File: config.mk
export PLATFORM = sky130hd
export DESIGN_NAME = data_memory
export DESIGN_NICKNAME = d
export VERILOG_FILES = /design/src/rtl/data_memory_pkg.sv /design/src/rtl/data_memory_byte_merge.sv /design/src/rtl/data_memory.sv
export SDC_FILE = /design/constraint.sdc
export NUM_CORES = 2
export LEC_CHECK = 0
export CORE_ASPECT_RATIO = 0.5
export CORE_UTILIZATION = 23
export DETAILED_ROUTE_END_ITERATION = 8
export DONT_BUFFER_PORTS = 1
export PLACE_DENSITY = 0.47
export SKIP_LAST_GASP = 1
export SYNTH_ARGS = -nofsm -noshare
export SYNTH_HDL_FRONTEND = slang
export SYNTH_SLANG_ARGS = --single-unit
File: constraint.sdc
create_clock -name clk -period 7 [get_ports clk]
set_clock_uncertainty 0.1 [all_clocks]
set_input_delay 1.4 -clock clk [delete_from_list [all_inputs] [get_ports clk]]
set_output_delay 1.4 -clock clk [all_outputs]
set_load 0.02 [all_outputs]
File: src/rtl/data_memory_pkg.sv
// data_memory_pkg: shared constants and word/byte-enable types for the
// rv32i data memory and its byte-merge helper.
package data_memory_pkg;

  localparam int DM_DATA_W = 32;
  localparam int DM_ADDR_W = 16;
  localparam int DM_BYTES  = 4;

  typedef logic [DM_DATA_W-1:0] dm_word_t;
  typedef logic [DM_BYTES-1:0]  dm_be_t;

endpackage

File: src/rtl/data_memory_byte_merge.sv
// dm_byte_merge: combinational byte-lane merge of a write word into the
// currently stored word. Only meaningful (and only compiled) when the
// DATA_MEM_BYTE_EN build option is defined.
`ifdef DATA_MEM_BYTE_EN
module dm_byte_merge
  import data_memory_pkg::*;
(
  input  dm_word_t old_word,
  input  dm_word_t wd,
  input  dm_be_t   be,
  output dm_word_t merged
);

  // Take each byte lane from wd where its enable is set, else keep the old byte.
  always_comb begin
    merged = old_word;
    for (int i = 0; i < DM_BYTES; i++) begin
      if (be[i]) merged[8*i +: 8] = wd[8*i +: 8];
    end
  end

endmodule
`endif

File: src/rtl/data_memory.sv
// data_memory: word-addressed data memory for the rv32i memory stage.
// One combinational read port and one synchronous write port share addr.
// Every word clears asynchronously while rst_n is low. Out-of-range
// addresses (addr >= DEPTH) read as zero and drop writes; no wrap-around.
// Build option DATA_MEM_BYTE_EN adds the be[3:0] port and byte-masked writes.
module data_memory
  import data_memory_pkg::*;
#(
  parameter int DEPTH  = 64,
  parameter int ADDR_W = DM_ADDR_W,
  parameter int DATA_W = DM_DATA_W
)
(
  input  logic              clk,
  input  logic              rst_n,
  input  logic              we,
  input  logic [ADDR_W-1:0] addr,
  input  logic [DATA_W-1:0] wd,
`ifdef DATA_MEM_BYTE_EN
  input  logic [DM_BYTES-1:0] be,
`endif
  output logic [DATA_W-1:0] rd
);

  localparam int          IDX_W   = (DEPTH > 1) ? $clog2(DEPTH) : 1;
  localparam logic [31:0] DEPTH_U = 32'(DEPTH);

  logic [DATA_W-1:0] mem [DEPTH];
  logic              in_range;
  logic [IDX_W-1:0]  idx;
  logic [DATA_W-1:0] word_old;
  logic [DATA_W-1:0] word_new;

  // Full-width compare so out-of-range addresses never alias onto low words.
  assign in_range = (32'(addr) < DEPTH_U);
  assign idx      = addr[IDX_W-1:0];
  assign word_old = mem[idx];

`ifdef DATA_MEM_BYTE_EN
  dm_byte_merge u_byte_merge (
    .old_word (word_old),
    .wd       (wd),
    .be       (be),
    .merged   (word_new)
  );
`else
  assign word_new = wd;
`endif

  // Read is purely combinational; out-of-range reads return zero.
  assign rd = in_range ? word_old : '0;

  // Storage: async clear on reset, single-word write on the rising edge.
  // A non-1 we (including X) falls through to "no write".
  always_ff @(posedge clk or negedge rst_n) begin
    if (!rst_n) begin
      for (int i = 0; i < DEPTH; i++) mem[i] <= '0;
    end else if (we && in_range) begin
      mem[idx] <= word_new;
    end
  end

endmodule

== Yosys cells after proc, flatten, opt, wreduce, memory -nomap -nowiden ==
Cells that the tools add are included.

* Register bits: 2048
* Input bits: 51
* Output and inout bits: 32
* Word-level logic and storage cells: 77

* $lt $le $gt $ge: 3
* Mux-type cells: 7
* Bitwise operators: 1
* Reduce and logical (&&, ||, !) cells: 2

{| class="wikitable"
|+ Operators with widths
! operator !! number
|-
| $bwmux W2048 || 1
|-
| $bmux W32 S6 || 1
|-
| $demux W32 S6 || 1
|-
| $mux W32 || 4
|-
| $lt A16 B7 Y1 const B || 1
|-
| $ge A7 B7 Y1 const B || 1
|-
| $lt A7 B1 Y1 const B || 1
|-
| $not A6 Y7 || 1
|-
| $logic_and A1 B1 Y1 || 2
|}

== Logic depth before layout (Yosys ltp) ==
* Depth after elaboration: 6
* Depth in mapped cells: 11

== Worst setup path before layout ==
No wires, ideal clock.

* Path type: input -> output
* Start point: input addr[0]
* End point: output rd[29]
* Arrival: 3.379 ns
* Data required time: 5.500 ns
* Setup slack: 2.121 ns
* Stages on the path: 10
* Buffers on the path: 4
* Cells stage by stage: clkbuf_1 buf_2 and2_1 clkbuf_1 clkbuf_1 a22oi_1 and3_1 a211oi_1 a311oi_1 a31oi_1

* Longest elaborated chain between the ends: 5
* Elaborated cells between the ends (all ways): 6
* Classes of those cells: order compare (1); mux (4); bitwise (1)

{| class="wikitable"
|+ Ends and longest elaborated chain
! element !! RTL line !! RTL
|-
| start, declared || data_memory.sv:17 || <nowiki>input logic [ADDR_W-1:0] addr,</nowiki>
|-
| $not A6 Y7 (not written as such) || data_memory.sv:37 || <nowiki>assign word_old = mem[idx];</nowiki>
|-
| $bmux W32 S6 || data_memory.sv:37 ||
|-
| $mux W32 (not written as such) (2 in a row) || data_memory.sv:37 ||
|-
| $mux W32 (*) || data_memory.sv:51 || <nowiki>assign rd = in_range ? word_old : '0;</nowiki>
|-
| end, declared || data_memory.sv:22 || <nowiki>output logic [DATA_W-1:0] rd</nowiki>
|}

Every way passes the cells marked *; elsewhere a longest branch is shown, timed or not. The select of a mux whose other input is x is not followed.

== Worst setup path after layout ==
* Start point: input addr[1]
* End point: output rd[18]

The elaborated chain is that of the path after synthesis.

==> results.md <==
* Status: finished, violations left
* Violations in the final reports: max-slew violations, negative setup slack
* Ys flop type: dfrtp_1
* Crit path DAT at between 5000 and 6000 ps
* Number of violations of the max-capacitance limit at 0
* Worst min path class: input pin to asynchronous set/reset pin
* Remaining antenna violation count after routing at 0
* Net load switching power at about 5.7 mW
* Total global routing track utilization at 16.1%
* Count of routing violations after the opening detailed-route iteration at 4996
* Slew @ Worst Pin at 1660 ps
* Pin count of the biggest net entering global routing at 413
* Distinct cells, synth at 54
* Async S/R FF share, synth at between 90% and 100%
* Post_cts resized at 0
* Fraction of the yosys area taken by sequential cells at about 56%
* Number of warnings reported in the yosys synthesis log at 0
* Final hold slack at roughly 130 ps
* Initial standard-cell utilization of the core at 23.2%
* Via count of the first global-routing pass at 60700
* TNS Setup at -856 ps
* Global-route congestion overflow total at 0
* Combinational power share at ~3.6%
* Ordered cell list for the critical path: nor3b_2, buf_12, buf_4, a22o_1, a221oi_1, a21oi_1, nor3_1, a31oi_1, buf_4, buf_4
* Startpoint-to-endpoint class of the critical path: input pin to primary output
* Final critical path time including I/O delays and setup at 7320 ps
* Final core utilization at 26.7%
* R2R cell count at 1
* Total Power at 24.8 mW
* Maximum fanout count along the critical path at a little over 400
* Largest register by flop count: mem
* R2R setup slack at 6060 ps
* P per Cell Area at 234 nW/um^2
* Clock transition at the register clock pins on the worst setup and hold paths after CTS at 60 ps
* Switching share of power at between 20% and 30%
* Wire length per cell after detailed routing at 27.5 um
* Upper clock frequency limit at 137 MHz
* Hold-fix buffers, CTS at 0
* Most used cell along the critical path: buf_4
* Part of the total power dissipated in sequential elements at roughly 48%
* Share of total power in the clock network at 48.6%
* Synthesis-to-layout area growth at 15.4%
* Instance count of the mapped netlist at between 6000 and 7000
* Full die area at 401000 sq um
* CP peak stage delay at 1010 ps
* Max clock buf depth at 4
* Launching point of the worst reg2reg path: mem[189]$_DFFE_PN0P_
* Die H at ~450 um
* Crit share post-route at 105%
* Clock tree root driver cell: clkbuf_16
* Post-route cell area at 106000 sq um
* Grt met2 use at 25.6%
* Total setup buffers inserted after CTS at 0
* Critical path's slowest cell: nor3_1
* Cell internal power dissipation at around 19 mW
* Global-route wire length before repair at 474000 um
* HPWL after detailed placement at roughly 190000 um
* Met1 track demand over resource at 22.6%
* Syn nets at 6804
* Standby leakage power at 48.4 nW
* Source-to-sink clock delay at the later pin of the worst-skew pair at 890 ps
* Net total in the final layout at 6584
* Post-synthesis average cell area at between 10 and 15 sq um
* Worst slew margin relative to its limit at -10.7%
* Initial antenna violation count at 20
* Horizontal die dimension at between 800 and 900 um
* Clk sinks at 2048
* Setup slack at placement at 386 ps
* RSZ-0062 raised after global routing: false
* Number of flip-flops in the largest register at 2048
* Total number of vias at 59500
* Count of flip-flops with a built-in enable after synthesis at 0
* Clock tree from TritonCTS: built
* Maximum vdd ir drop at 0.205 mV
* Placed cell areas at just under 100000 sq um
* H-tree levels at 4
* Most used routing layer: met2
* Required time worst endpoint at 5500 ps
* # port buffers at 0
* Number of top-level design ports at 83
* Floorplan row count at 163
* Number of detailed-route iterations in the first pass at 6
* Count of filler cells inserted in the layout at approximately 40000
* Final number of setup-violating endpoints at 6
* Post-layout worst setup margin at -316 ps
* Crit start category: input pin
* Post-Synthesis Cell Area at 91700 sq um
* Startpoint of the most critical setup path: addr[1]
* Final Hold Fails at 0
* WL final at ~330000 um
* Post-detailed-route via-to-cell ratio at 4.96
* FF-to-FF End: mem[189]$_DFFE_PN0P_
* Global placement routability congestion at 0.785
* Share of post-route cells with drive strength above 1 at 39.9%
* Post-layout instance count excluding filler cells at roughly 12000
* Cell count after placement at 11600
* Final Slew Violations at a little under 90
* Area inside the core boundary at 396000 sq um
* Regs by FF count: mem x2048
* DR DRC count at 0
* Count of state elements after synthesis at a little over 2000
* M3 GR Usage at 2.52%
* Kind of end point of the critical path: primary output
* Number of buffers added by the clock tree synthesis step at 226
## per-layer routing
| layer | share of wire [%] | up-vias |
|---|---|---|
| met2 | 46 | 1568 |
| li1 | - | 24800 |
| met3 | 4.9 | 410 |
| met1 | 46 | 32600 |
| met5 | 0.0024 | - |
| met4 | 3.3 | 2 |
## worst max-delay path: cells and delay by family
family	cells	cell delay, ps
AO/OA/AOI/OAI	4	1000
AND/OR/NAND/NOR	2	1650
buffers and inverters	4	930
## cell usage in the layout, fill, tap and decap left out, types with 14 or more instances in the layout
cell / netlist / layout
a211oi_1: 29 / 29
dfrtp_1: 2048 / 2048
and3_1: 18 / 16
mux2_1: 148 / 148
nand3b_1: 15 / 15
a221oi_1: 332 / 332
nor2_4: 16 / 66
clkbuf_1: 432 / 52
a22oi_1: 282 / 282
buf_12: 0 / 36
o22ai_1: 27 / 27
a31oi_1: 36 / 35
clkbuf_16: 0 / 228
clkbuf_8: 0 / 68
mux2_2: 1907 / 1907
o2111a_1: 15 / 15
nor2_1: 184 / 147
o221ai_1: 16 / 16
mux2i_1: 146 / 146
mux4_2: 39 / 39
a22o_1: 86 / 86
a21oi_1: 217 / 217
nand2_1: 64 / 63
buf_4: 79 / 241
diode_2: 0 / 14
o21ai_0: 167 / 157
a41oi_1: 15 / 15
o31ai_1: 14 / 14
nor3_1: 22 / 19
a222oi_1: 43 / 43
clkinv_2: 0 / 28
## synthesized netlist by cell type, drive strengths merged (2+ instances only)
| library cell | number | area share (%) |
|---|---|---|
| a41o | 13 | 0.14 |
| mux2 | 2055 | 25 |
| o32ai | 2 | 0.019 |
| o22ai | 27 | 0.18 |
| a311oi | 2 | 0.019 |
| and2 | 5 | 0.034 |
| and3b | 2 | 0.019 |
| inv | 14 | 0.057 |
| a22oi | 282 | 2.3 |
| mux2i | 146 | 1.6 |
| a222oi | 43 | 0.47 |
| a22o | 86 | 0.82 |
| dfrtp | 2048 | 56 |
| nand2 | 64 | 0.26 |
| a221oi | 332 | 3.2 |
| mux4 | 39 | 0.96 |
| nand3b | 15 | 0.12 |
| o31ai | 14 | 0.11 |
| o21ai | 168 | 0.92 |
| o2111a | 15 | 0.18 |
| a41oi | 15 | 0.14 |
| o2bb2ai | 3 | 0.029 |
| nor3b | 5 | 0.052 |
| or3b | 2 | 0.019 |
| o211a | 13 | 0.14 |
| nor2 | 215 | 1.1 |
| nand3 | 3 | 0.016 |
| clkbuf | 432 | 1.8 |
| a2111oi | 3 | 0.029 |
| nor3 | 22 | 0.12 |
| nor2b | 7 | 0.048 |
| a21o | 13 | 0.11 |
| a21oi | 217 | 1.2 |
| o211ai | 13 | 0.11 |
| a31oi | 36 | 0.25 |
| o221ai | 16 | 0.15 |
| nand2b | 3 | 0.020 |
| a211oi | 29 | 0.24 |
| nand4 | 2 | 0.014 |
| nor4 | 2 | 0.014 |
| buf | 307 | 1.8 |
| and3 | 18 | 0.12 |
## logic make-up after synthesis
kind of cell,after synthesis,synth area share [%]
AO/OA/AOI/OAI,1344,10.7
buffers and inverters,753,3.61
flip-flops,2048,55.9
multiplexers,2240,27.8
AND/OR/NAND/NOR,368,1.94
## layout make-up
type / instances / area (sq um) / area share, %
clock buffers: 348 / 6840 / 6.46
clock inverters: 45 / 523 / 0.495
repair buffers: 291 / 2900 / 2.74
inverters: 14 / 57.6 / 0.0544
flip-flops and latches: 2048 / 51200 / 48.5
diodes: 14 / 35.0 / 0.0331
multi-input cells: 3952 / 37600 / 35.5
well taps: 5280 / 6610 / 6.25
## worst max-delay path by stage
stage | end | depth (start not counted) | slack [ps]
after floorplan | rd[29] | 10 | 2120
after CTS | rd[18] | 10 | 380
final | rd[18] | 10 | -320
after global routing | rd[18] | 10 | 80
after global placement | rd[8] | 8 | 560
after detailed placement | rd[18] | 10 | 390
## power groups by stage
stage	clock network (mW)	registers [mW]	logic, mW
after floorplan	0	12.1	0.507
after global placement	0	12.1	0.902
after detailed placement	0	12.1	0.902
after CTS	12.3	11.8	0.903
after global routing	12.8	11.8	0.959
final	12.0	11.8	0.896
(Power assumes the default switching activity.)
